`src/rtl/wm_challenge.sv`:
```
`default_nettype none
// ============================================================================
// Module   : wm_challenge
// Purpose  : Wake-up challenge responder for the alarm clock's wake-mode
//            controller. Holds a free-running 8-bit LFSR, the displayed puzzle
//            target, a per-puzzle seconds countdown and a saturating score.
//            Reports done / right / threshold back to the controller.
// Ports    : clk, reset (sync, active-high)
//            RNG                          - load a new target from the LFSR
//            timer_enable / timer_reset   - run / reload the puzzle countdown
//            count / count_reset / count_stop - score increment / clear / freeze
//            guess[WIDTH], submit         - user switches and debounced button
//            target[WIDTH], secs_left[8], score[8] - display values
//            done, right (sticky), threshold (combinational)
// Revision : 1.0 - initial release
// ============================================================================
module wm_challenge #(
  parameter int TICK_DIV  = 100_000_000,
  parameter int TIMEOUT_S = 10,
  parameter int GOAL      = 3,
  parameter int WIDTH     = 4
) (
  input  logic             clk,
  input  logic             reset,
  input  logic             RNG,
  input  logic             timer_enable,
  input  logic             timer_reset,
  input  logic             count,
  input  logic             count_reset,
  input  logic             count_stop,
  input  logic [WIDTH-1:0] guess,
  input  logic             submit,
  output logic [WIDTH-1:0] target,
  output logic [7:0]       secs_left,
  output logic [7:0]       score,
  output logic             done,
  output logic             right,
  output logic             threshold
);

  localparam int         TW        = (TICK_DIV > 1) ? $clog2(TICK_DIV) : 1;
  localparam logic [TW-1:0] C_TICK_LAST = TW'(TICK_DIV - 1);
  localparam logic [7:0] C_TIMEOUT = 8'(TIMEOUT_S);
  localparam logic [7:0] C_GOAL    = 8'(GOAL);
  localparam logic [7:0] C_SEED    = 8'hA5;

  logic [7:0]       lfsr_q,   lfsr_d;
  logic             sub_q;
  logic [TW-1:0]    tick_q,   tick_d;
  logic [WIDTH-1:0] target_q, target_d;
  logic [7:0]       secs_q,   secs_d;
  logic [7:0]       score_q,  score_d;
  logic             done_q,   done_d;
  logic             right_q,  right_d;

  logic             sub_edge;
  logic [WIDTH-1:0] cand;

  assign sub_edge = submit & ~sub_q;
  assign cand     = lfsr_q[WIDTH-1:0];

  // Fibonacci LFSR x^8+x^6+x^5+x^4+1, shifting toward the MSB.
  assign lfsr_d = {lfsr_q[6:0], lfsr_q[7] ^ lfsr_q[5] ^ lfsr_q[4] ^ lfsr_q[3]};

  // New target always differs from the previous one.
  always_comb begin
    target_d = target_q;
    if (RNG) begin
      target_d = (cand == target_q) ? (cand ^ WIDTH'(1)) : cand;
    end
  end

  always_comb begin
    tick_d  = tick_q;
    secs_d  = secs_q;
    done_d  = done_q;
    right_d = right_q;
    if (timer_reset) begin
      tick_d  = '0;
      secs_d  = C_TIMEOUT;
      done_d  = 1'b0;
      right_d = 1'b0;
    end else if (timer_enable && !done_q) begin
      if (sub_edge) begin
        // A submission beats a coinciding final tick; the timer stops here.
        done_d  = 1'b1;
        right_d = (guess == target_q);
      end else if (tick_q == C_TICK_LAST) begin
        tick_d = '0;
        secs_d = secs_q - 8'd1;
        if (secs_q == 8'd1) begin
          done_d  = 1'b1;
          right_d = 1'b0;
        end
      end else begin
        tick_d = tick_q + TW'(1);
      end
    end
  end

  // Score next-state also feeds threshold, so reset is folded in here.
  always_comb begin
    score_d = score_q;
    if (reset || count_reset) begin
      score_d = 8'd0;
    end else if (count && !count_stop) begin
      score_d = (score_q >= C_GOAL) ? C_GOAL : (score_q + 8'd1);
    end
  end

  assign threshold = (score_d >= C_GOAL);

  always_ff @(posedge clk) begin
    if (reset) begin
      lfsr_q   <= C_SEED;
      sub_q    <= 1'b1;    // button held through reset yields no edge
      tick_q   <= '0;
      target_q <= '0;
      secs_q   <= C_TIMEOUT;
      score_q  <= 8'd0;
      done_q   <= 1'b0;
      right_q  <= 1'b0;
    end else begin
      lfsr_q   <= lfsr_d;
      sub_q    <= submit;
      tick_q   <= tick_d;
      target_q <= target_d;
      secs_q   <= secs_d;
      score_q  <= score_d;
      done_q   <= done_d;
      right_q  <= right_d;
    end
  end

  assign target    = target_q;
  assign secs_left = secs_q;
  assign score     = score_q;
  assign done      = done_q;
  assign right     = right_q;

endmodule
`default_nettype wire

```
`config.mk`:
```
export PLATFORM = sky130hd
export DESIGN_NAME = wm_challenge
export DESIGN_NICKNAME = d
export VERILOG_FILES = /design/src/rtl/wm_challenge.sv
export SDC_FILE = /design/constraint.sdc
export NUM_CORES = 1
export LEC_CHECK = 0
export BUFFER_PORTS_ARGS = -buffer_cell sky130_fd_sc_hd__buf_2
export CAP_MARGIN = 25
export CORE_ASPECT_RATIO = 0.75
export CORE_MARGIN = 5
export CORE_UTILIZATION = 45
export CTS_CLUSTER_DIAMETER = 200
export DETAILED_ROUTE_END_ITERATION = 8
export GPL_TIMING_DRIVEN = 1
export PLACE_DENSITY_LB_ADDON = 0.12
export SLEW_MARGIN = 20
export SYNTH_ARGS = -nofsm -noshare
export SYNTH_HDL_FRONTEND = slang
export SYNTH_SLANG_ARGS = --single-unit
```
`constraint.sdc`:
```
create_clock -name clk -period 3.87 [get_ports clk]
set_clock_uncertainty 0.05 [all_clocks]
set_input_delay 0.9675 -clock clk [delete_from_list [all_inputs] [get_ports clk]]
set_output_delay 0.9675 -clock clk [all_outputs]
set_load 0.01 [all_outputs]
```
==> impl_metrics.json, run 1 <==
{
  "status": "finished, final reports clean",
  "path_clk_slew_ps": 60,
  "drc": 0,
  "wl_um": 5890,
  "gp_congestion": 0.798,
  "synthArstFlopShare_pct": 0,
  "post-route-util_pct": 53.1,
  "cts_hold_buf": 0,
  "fin_cells": 433,
  "grt_pass1_vias": 2089,
  "min_period_over_period_pct": 83.5,
  "drt_iter0_drc": 146,
  "die_w_um": 99.9,
  "drive_gt1_share_pct": 17.7,
  "routedWlPerCell_um": 13.6,
  "synthXorXnorAreaFrac_pct": 10.9,
  "powerDensity_nw_per_um2": 370,
  "cp_max_fo": 6,
  "synthCells": 314,
  "place_area_sq_um": 2950,
  "setup_viol": 0,
  "numCtsBuffers": 9,
  "cts-resized-gates": 0,
  "diodes": 0,
  "detail-route-antenna-nets": 0,
  "place_inst": 417,
  "io_pins": 36,
  "vdd_drop_max_mv": 0.251,
  "fin_crit_ps": 3230,
  "grt_usage_pct": 16.5,
  "cp.arrival_ps": 2210,
  "netlist_area_sq_um": 2730,
  "synth_top_family_by_area": "simple AND/OR/NAND/NOR gates",
  "rsz0062_at_grt": "no",
  "worst_pin_slew_ps": 589,
  "insertion_delay_ps": 330,
  "cpPeakStageDelay_ps": 450,
  "final_common_cell": "dfxtp_1",
  "cts_root_buf": "clkbuf_8",
  "synth_seq_cells": 58,
  "die-height_um": 77.4,
  "worst_setup_path_start_kind": "flip-flop",
  "cp-end-kind": "output port",
  "final_design_area_no_fill_sq_um": 3110,
  "p_leak_nw": 1.15,
  "muxShareOfSynthArea_pct": 1.88,
  "yosys.area.top_type_share_pct": 42.6,
  "hpwl_um": 4240,
  "post-cts-setup-buffer-count": 0,
  "holdCritPathClass": "flip-flop to flip-flop",
  "synth_edf_count": 0,
  "via_per_inst": 5.27,
  "grt_pass1_wl_um": 10300,
  "start_util_pct": 46.6,
  "drv_slew": 0,
  "maxSlewHeadroom_pct": 60.6,
  "cts_tree": "done",
  "r2r_start": "tick_q[0]$_SDFFE_PP0P_",
  "cts_num_sinks": 58,
  "worst_path_dominant_cell_family": "simple AND/OR/NAND/NOR gates",
  "core.rowCount": 24,
  "die-area_sq_um": 7730,
  "final_cell_mix": "58 x dfxtp_1, 40 x nor2_1, 35 x buf_2",
  "ys_warn_count": 0,
  "grt_max_degree": 19,
  "ys_types": 44,
  "synth_compound_area_share_pct": 8.44,
  "synthAdderAreaFrac_pct": 1.84,
  "worst-path-buf-inv": 1,
  "crit_start": "score[0]$_SDFF_PP0_",
  "avgSynthCellArea_sq_um": 8.68,
  "cp_slowest_cell": "or4_1",
  "antenna_found_initial": 0,
  "syn-num-nets": 331,
  "crit_type": "flip-flop to output port",
  "fmax_mhz": 310,
  "hp-start": "lfsr_q[6]$_SDFF_PP0_",
  "finalNetCount": 367,
  "netlist.top_cell.by_area": "dfxtp_1",
  "maxCapViolCount": 0,
  "setup_tns_ps": 0,
  "synth-simple-area-share_pct": 30.8,
  "yosysSeqAreaShare_pct": 42.6,
  "ys_top_cells_by_area": "dfxtp_1 43%, xnor2_1 6.4%, nor2_1 5.5%",
  "ys.flop_type": "dfxtp_1",
  "overflow": 0,
  "coreArea_sq_um": 5860,
  "portBuffers": 35,
  "worstPathCellList": "ha_1 -> or4_1 -> nor3_1 -> o21ai_0 -> o311ai_0 -> nand2_1 -> buf_2",
  "h-tree-depth": 3,
  "crit_required_ps": 2850,
  "cts_max_path_buffers": 2,
  "num_vias": 2280,
  "hold_violations": 0,
  "area_delta_synth_final_pct": 14.1,
  "first_pass_iters": 4
}
==> power breakdown <==
part / internal [W] / switching [W] / total, W
combinational: 0.0000291 / 0.0000386 / 0.0000677
clock: 0.000230 / 0.000232 / 0.000462
sequential: 0.000610 / 0.0000117 / 0.000622
==> Yosys cell counts (2+ instances only) <==
| library cell | count |
|---|---|
| and2_1 | 5 |
| nor2_1 | 40 |
| and3_1 | 4 |
| nand3_1 | 10 |
| nor2b_1 | 6 |
| inv_1 | 12 |
| or2_2 | 6 |
| nor4_2 | 2 |
| nor4_1 | 11 |
| o21ai_0 | 10 |
| or4_1 | 5 |
| nand2b_1 | 3 |
| mux2i_1 | 4 |
| ha_1 | 4 |
| a31oi_1 | 2 |
| a21oi_1 | 19 |
| clkbuf_1 | 7 |
| xor2_1 | 14 |
| nand3b_1 | 2 |
| o31ai_1 | 3 |
| xnor2_1 | 20 |
| nand2_1 | 19 |
| and4_1 | 2 |
| or3_1 | 6 |
| nand4_1 | 12 |
| nor3_1 | 11 |
| dfxtp_1 | 58 |
==> stage by stage <==
step           hold slack, ps  total power (W)  setup WS, ps
6_report                  376          0.00115           639
5_1_grt                   382          0.00121           490
4_1_cts                   377          0.00117           654
3_5_place_dp              345         0.000703           659
3_3_place_gp              350         0.000703           693
2_1_floorplan             339         0.000681           950
==> state kept, by name (all words and copies together), names as in the netlist <==
name       flops
tick_q        27
score          8
done           1
sub_q          1
right          1
target         4
lfsr_q         8
secs_left      8
==> layer usage <==
layer,GRT usage (%),part of all wire [%]
met1,24.4,53
met2,22.4,40
met3,4.30,4.5
met4,6.96,2.1
met5,0,0
==> cells by family (layout without fill, tap and decap cells) <==
logic type / count (synthesis) / in the layout
AND/OR/NAND/NOR: 151 / 151
flip-flops: 58 / 58
AO/OA/AOI/OAI: 40 / 40
XOR/XNOR: 34 / 34
buffers and inverters: 22 / 63
multiplexers: 5 / 5
adder cells (fa/ha/maj): 4 / 4
==> area by class of cell <==
class,instances,area (sq um)
fill,594,2740
multi-input combinational,234,1470
sequential,58,1160
timing repair buffer,35,175
clock buffer,11,131
tap,78,97.6
inverter,12,45.0
clock inverter,5,31.3
==> path summary, 6_finish.rpt <==
kind / to / slack, ps / depth (start not counted)
worst max register to register: tick_q[25]$_SDFFE_PP0P_ / 1450 / 6
worst min-delay path: lfsr_q[7]$_SDFF_PP1_ / 380 / 1
worst min register to register: lfsr_q[7]$_SDFF_PP1_ / 380 / 1
worst max-delay path: threshold / 640 / 7
Note: power is estimated with default switching activity, not from simulation.
==> run 2: changes to the inputs <==
Clock period 3.87 ns to 3 ns, I/O delays scaled along.
==> run 2 against run 1 <==
Against the previous run: core utilization up 1.9 points; first-iteration DRC count down 28%; combinational power up 37%; setup slack worse by 430 ps; highest routed layer unchanged; total power up 47%; critical endpoint unchanged; via count up 1.5%; final cell count up 1.2%; design area up 3.5%; sequential power up 29%; critical path depth unchanged; clock power up 73%; non-clock buffer count up 5.
==> impl_metrics.json, run 2 (synthesis results as in run 1) <==
{
  "fmax_mhz": 358,
  "place_inst": 422,
  "grt_max_degree": 19,
  "status": "finished, final reports clean",
  "hpwl_um": 4280,
  "num_vias": 2314,
  "r2r_cells": 6,
  "cts-resized-gates": 0,
  "first_pass_iters": 5,
  "drive_gt1_share_pct": 19.7,
  "antenna_found_initial": 0,
  "post-cts-setup-buffer-count": 0,
  "final_design_area_no_fill_sq_um": 3220,
  "r2r_start": "tick_q[0]$_SDFFE_PP0P_",
  "powerDensity_nw_per_um2": 526,
  "cts_root_buf": "clkbuf_8",
  "setup_viol": 0,
  "coreArea_sq_um": 5860,
  "numCtsBuffers": 9,
  "diodes": 0,
  "rsz0062_at_grt": "no",
  "cts_max_path_buffers": 2,
  "start_util_pct": 46.6,
  "die-height_um": 77.4,
  "drv_slew": 0,
  "core.rowCount": 24,
  "grt_usage_pct": 16.8,
  "whs_ps": 364,
  "h-tree-depth": 3,
  "maxSlewHeadroom_pct": 65.1,
  "detail-route-antenna-nets": 0,
  "io_pins": 36,
  "final_common_cell": "dfxtp_1",
  "vdd_drop_max_mv": 0.419,
  "crit_start": "count",
  "largest_reg_flops": 27,
  "cp.arrival_ps": 2000,
  "drt_iter0_drc": 105,
  "top_register": "tick_q",
  "cp_max_fo": 6,
  "fin_cells": 438,
  "routedWlPerCell_um": 13.6,
  "final_cell_mix": "58 x dfxtp_1, 40 x nor2_1, 35 x buf_2",
  "holdCritPathClass": "flip-flop to flip-flop",
  "critPathCapture": "threshold",
  "cp-end-kind": "output port",
  "crit_required_ps": 2200,
  "drc": 0,
  "portBuffers": 35,
  "setup_tns_ps": 0,
  "hold_violations": 0,
  "overflow": 0,
  "timing.rr.end": "secs_left[6]$_SDFFE_PP0P_",
  "grt_pass1_wl_um": 10400,
  "cts_tree": "done",
  "worst_pin_slew_ps": 522,
  "cts_hold_buf": 0,
  "cts_num_sinks": 58,
  "gp_congestion": 0.776,
  "min_period_over_period_pct": 93.2,
  "wl_um": 5950,
  "place_area_sq_um": 2990,
  "via_per_inst": 5.28,
  "crit_type": "primary input to output port",
  "p_leak_nw": 1.20,
  "ff2ff_setup_slack_ps": 690,
  "insertion_delay_ps": 340,
  "die_w_um": 99.9,
  "fill_cells": 551,
  "area_delta_synth_final_pct": 18.1,
  "finalNetCount": 372,
  "path_clk_slew_ps": 60,
  "grt_pass1_vias": 2200,
  "maxCapViolCount": 0,
  "die-area_sq_um": 7730,
  "fin_crit_ps": 2800,
  "worst_setup_path_start_kind": "primary input"
}
## run 2: worst min-delay path by stage
stage          slack (ps)              endpoint  cells after the start            startpoint
2_1_floorplan         340  lfsr_q[7]$_SDFF_PP1_                      1  lfsr_q[6]$_SDFF_PP0_
3_3_place_gp          350  lfsr_q[7]$_SDFF_PP1_                      1  lfsr_q[6]$_SDFF_PP0_
3_5_place_dp          350  lfsr_q[7]$_SDFF_PP1_                      1  lfsr_q[6]$_SDFF_PP0_
4_1_cts               370  lfsr_q[7]$_SDFF_PP1_                      1  lfsr_q[6]$_SDFF_PP0_
5_1_grt               400  lfsr_q[7]$_SDFF_PP1_                      1  lfsr_q[6]$_SDFF_PP0_
6_report              360  lfsr_q[7]$_SDFF_PP1_                      1  lfsr_q[6]$_SDFF_PP0_
## run 2: worst max-delay path, cell delays in order
cell	delay, ps
buf_2	90
nor2b_1	320
and4_1	280
a41oi_1	150
a41o_1	230
nand2_1	50
buf_2	120
## run 2: layout make-up
type | count | area [sq um] | area share, %
Clock buffer | 11 | 141 | 4.39
Clock inverter | 5 | 77.6 | 2.41
Inverter | 12 | 45.0 | 1.40
Multi-Input combinational cell | 234 | 1490 | 46.1
Sequential cell | 58 | 1160 | 36.1
Tap cell | 78 | 97.6 | 3.03
Timing Repair Buffer | 40 | 213 | 6.60
## run 2: stage by stage
step / power [W] / utilization (%) / setup WS, ps
3_3_place_gp: 0.000911 / 51.0 / 252
5_1_grt: 0.00177 / 55.0 / 46.3
3_5_place_dp: 0.000911 / 51.0 / 229
4_1_cts: 0.00171 / 54.7 / 4.61
2_1_floorplan: 0.000878 / - / 515
6_report: 0.00169 / 55.0 / 205
## run 2: metal layers
| metal | wire length (um) | GRT usage (%) | share of wire, % | vias to the layer above |
|---|---|---|---|---|
| met4 | 99 | 6.96 | 1.7 | 0 |
| met1 | 3150 | 24.1 | 53 | 1058 |
| li1 | - | - | - | 1194 |
| met2 | 2430 | 22.5 | 41 | 48 |
| met3 | 271 | 6.27 | 4.6 | 14 |
| met5 | 0 | 0 | 0 | - |
## run 2: power by group
part | switching [W] | leakage, nW | internal (W)
sequential | 0.0000142 | 0.471 | 0.000787
clock | 0.000312 | 0.109 | 0.000487
combinational | 0.0000509 | 0.622 | 0.0000418
total | 0.000377 | 1.20 | 0.00132
==> run 3: changes to the inputs <==
Clock period 3 ns to 2.32 ns, I/O delays scaled along.
==> run 3 against run 2 <==
Against the previous run: the flow now finishes with violations (setup timing); hold slack got worse by 1.1 ps; count of clock-buffer cells in the layout rose by 1; combinational power rose by 49%; global-route usage rose by 0.66 points; critical endpoint unchanged; largest cell class unchanged; highest routed layer unchanged.
==> impl_metrics.json, run 3 (synthesis results as in run 1) <==
{
  "worst_setup_path_start_kind": "flip-flop",
  "setup_viol": 1,
  "worst_pin_slew_ps": 431,
  "maxSlewHeadroom_pct": 71.2,
  "worst_path_dominant_cell_family": "simple AND/OR/NAND/NOR gates",
  "drc": 0,
  "io_pins": 36,
  "drt_iter0_drc": 104,
  "vdd_drop_max_mv": 0.362,
  "fill_cells": 547,
  "crit_required_ps": 1690,
  "place_inst": 434,
  "h-tree-depth": 3,
  "core.rowCount": 24,
  "antenna_found_initial": 0,
  "detail-route-antenna-nets": 0,
  "drv_slew": 0,
  "area_delta_synth_final_pct": 24.9,
  "num_vias": 2345,
  "grt_max_degree": 19,
  "fmax_mhz": 397,
  "grt_pass1_vias": 2243,
  "maxCapViolCount": 0,
  "cp_slowest_cell": "or4_4",
  "p_leak_nw": 1.30,
  "cpPeakStageDelay_ps": 440,
  "hold_violations": 0,
  "start_util_pct": 46.6,
  "violations": "setup timing",
  "via_per_inst": 5.17,
  "die_w_um": 99.9,
  "cts_root_buf": "clkbuf_8",
  "setup_slack_ps": -196,
  "min_period_over_period_pct": 108,
  "pre_cts_ws_ps": -21.6,
  "overflow": 0,
  "ff2ff_setup_slack_ps": 190,
  "cts_tree": "done",
  "numCtsBuffers": 9,
  "grt_usage_pct": 17.5,
  "crit_type": "flip-flop to output port",
  "portBuffers": 35,
  "worstPathCellList": "ha_4 -> or4_4 -> nor3_4 -> o21ai_0 -> o311ai_1 -> nand2_1 -> buf_2",
  "die-area_sq_um": 7730,
  "final_cell_mix": "56 x dfxtp_1, 39 x nor2_1, 35 x buf_2",
  "cts_max_path_buffers": 2,
  "whs_ps": 362,
  "final_common_cell": "dfxtp_1",
  "grt_pass1_wl_um": 10800,
  "gp_congestion": 0.880,
  "fin_crit_ps": 2520,
  "cp.arrival_ps": 1890,
  "largest_reg_flops": 27,
  "worst-path-buf-inv": 1,
  "drive_gt1_share_pct": 24.2,
  "first_pass_iters": 4,
  "insertion_delay_ps": 340,
  "routedWlPerCell_um": 14.0,
  "rsz0062_at_grt": "yes",
  "path_clk_slew_ps": 60,
  "holdCritPathClass": "flip-flop to flip-flop",
  "fin_cells": 454,
  "status": "complete, but fails checks",
  "finalNetCount": 388,
  "diodes": 0,
  "die-height_um": 77.4,
  "top_register": "tick_q",
  "powerDensity_nw_per_um2": 688,
  "cp-end-kind": "output port",
  "hpwl_um": 4530,
  "coreArea_sq_um": 5860,
  "cp_max_fo": 4,
  "wl_um": 6340,
  "cts_num_sinks": 58,
  "cts_hold_buf": 0
}
==> run 3: cell type report <==
class / instances / area [sq um] / share of cell area [%]
clock buffer: 12 / 155 / 4.56
clock inverter: 4 / 97.6 / 2.87
inverter: 12 / 45.0 / 1.32
multi-input combinational: 234 / 1500 / 44.1
sequential: 58 / 1160 / 34.2
tap: 78 / 97.6 / 2.87
timing repair buffer: 56 / 345 / 10.1
==> run 3: path summary, 6_finish.rpt <==
| path | start | endpoint | depth (start not counted) |
|---|---|---|---|
| worst max register to register | tick_q[0]$_SDFFE_PP0P_ | secs_left[4]$_SDFFE_PP0P_ | 6 |
| worst min-delay path | lfsr_q[6]$_SDFF_PP0_ | lfsr_q[7]$_SDFF_PP1_ | 1 |
| worst min register to register | lfsr_q[6]$_SDFF_PP0_ | lfsr_q[7]$_SDFF_PP1_ | 1 |
| worst max-delay path | score[1]$_SDFF_PP0_ | threshold | 7 |
==> run 3: power breakdown <==
group          internal [W]  switching (W)  total, W
clock              0.000772       0.000393   0.00117
combinational     0.0000668      0.0000715  0.000138
sequential          0.00102      0.0000198   0.00104
==> run 3: layer usage <==
layer / track usage [%] / vias up / share of wire [%]
li1: - / 1220 / -
met1: 25.0 / 1084 / 54
met2: 24.2 / 33 / 41
met3: 5.47 / 8 / 3.1
met4: 7.50 / 0 / 1.8
met5: 0 / - / 0
==> run 3: through the flow <==
step	area [sq um]	total power [W]	TNS, ps	util, %
after floorplan	2730	0.00114	0	-
after global placement	3090	0.00119	0	52.8
after detailed placement	3090	0.00119	-21.6	52.8
after CTS	3400	0.00238	-190	58.1
after global routing	3400	0.00244	-304	58.1
final	3400	0.00234	-196	58.1
==> run 3: worst register-to-register path: stages (launching register included) <==
cell and delay [ps]:
dfxtp_1 380, ha_1 190, nand4_1 170, nor4b_2 460, nand3_2 270, or3_1 400
a21oi_1 140
==> run 3: what timing repair did <==
item / in CTS / in global routing
endpoints found under the setup margin: 1 / 1
pin swaps: 2 / 0
buffers inserted: 4 / 0
resized for setup: 8 / 1
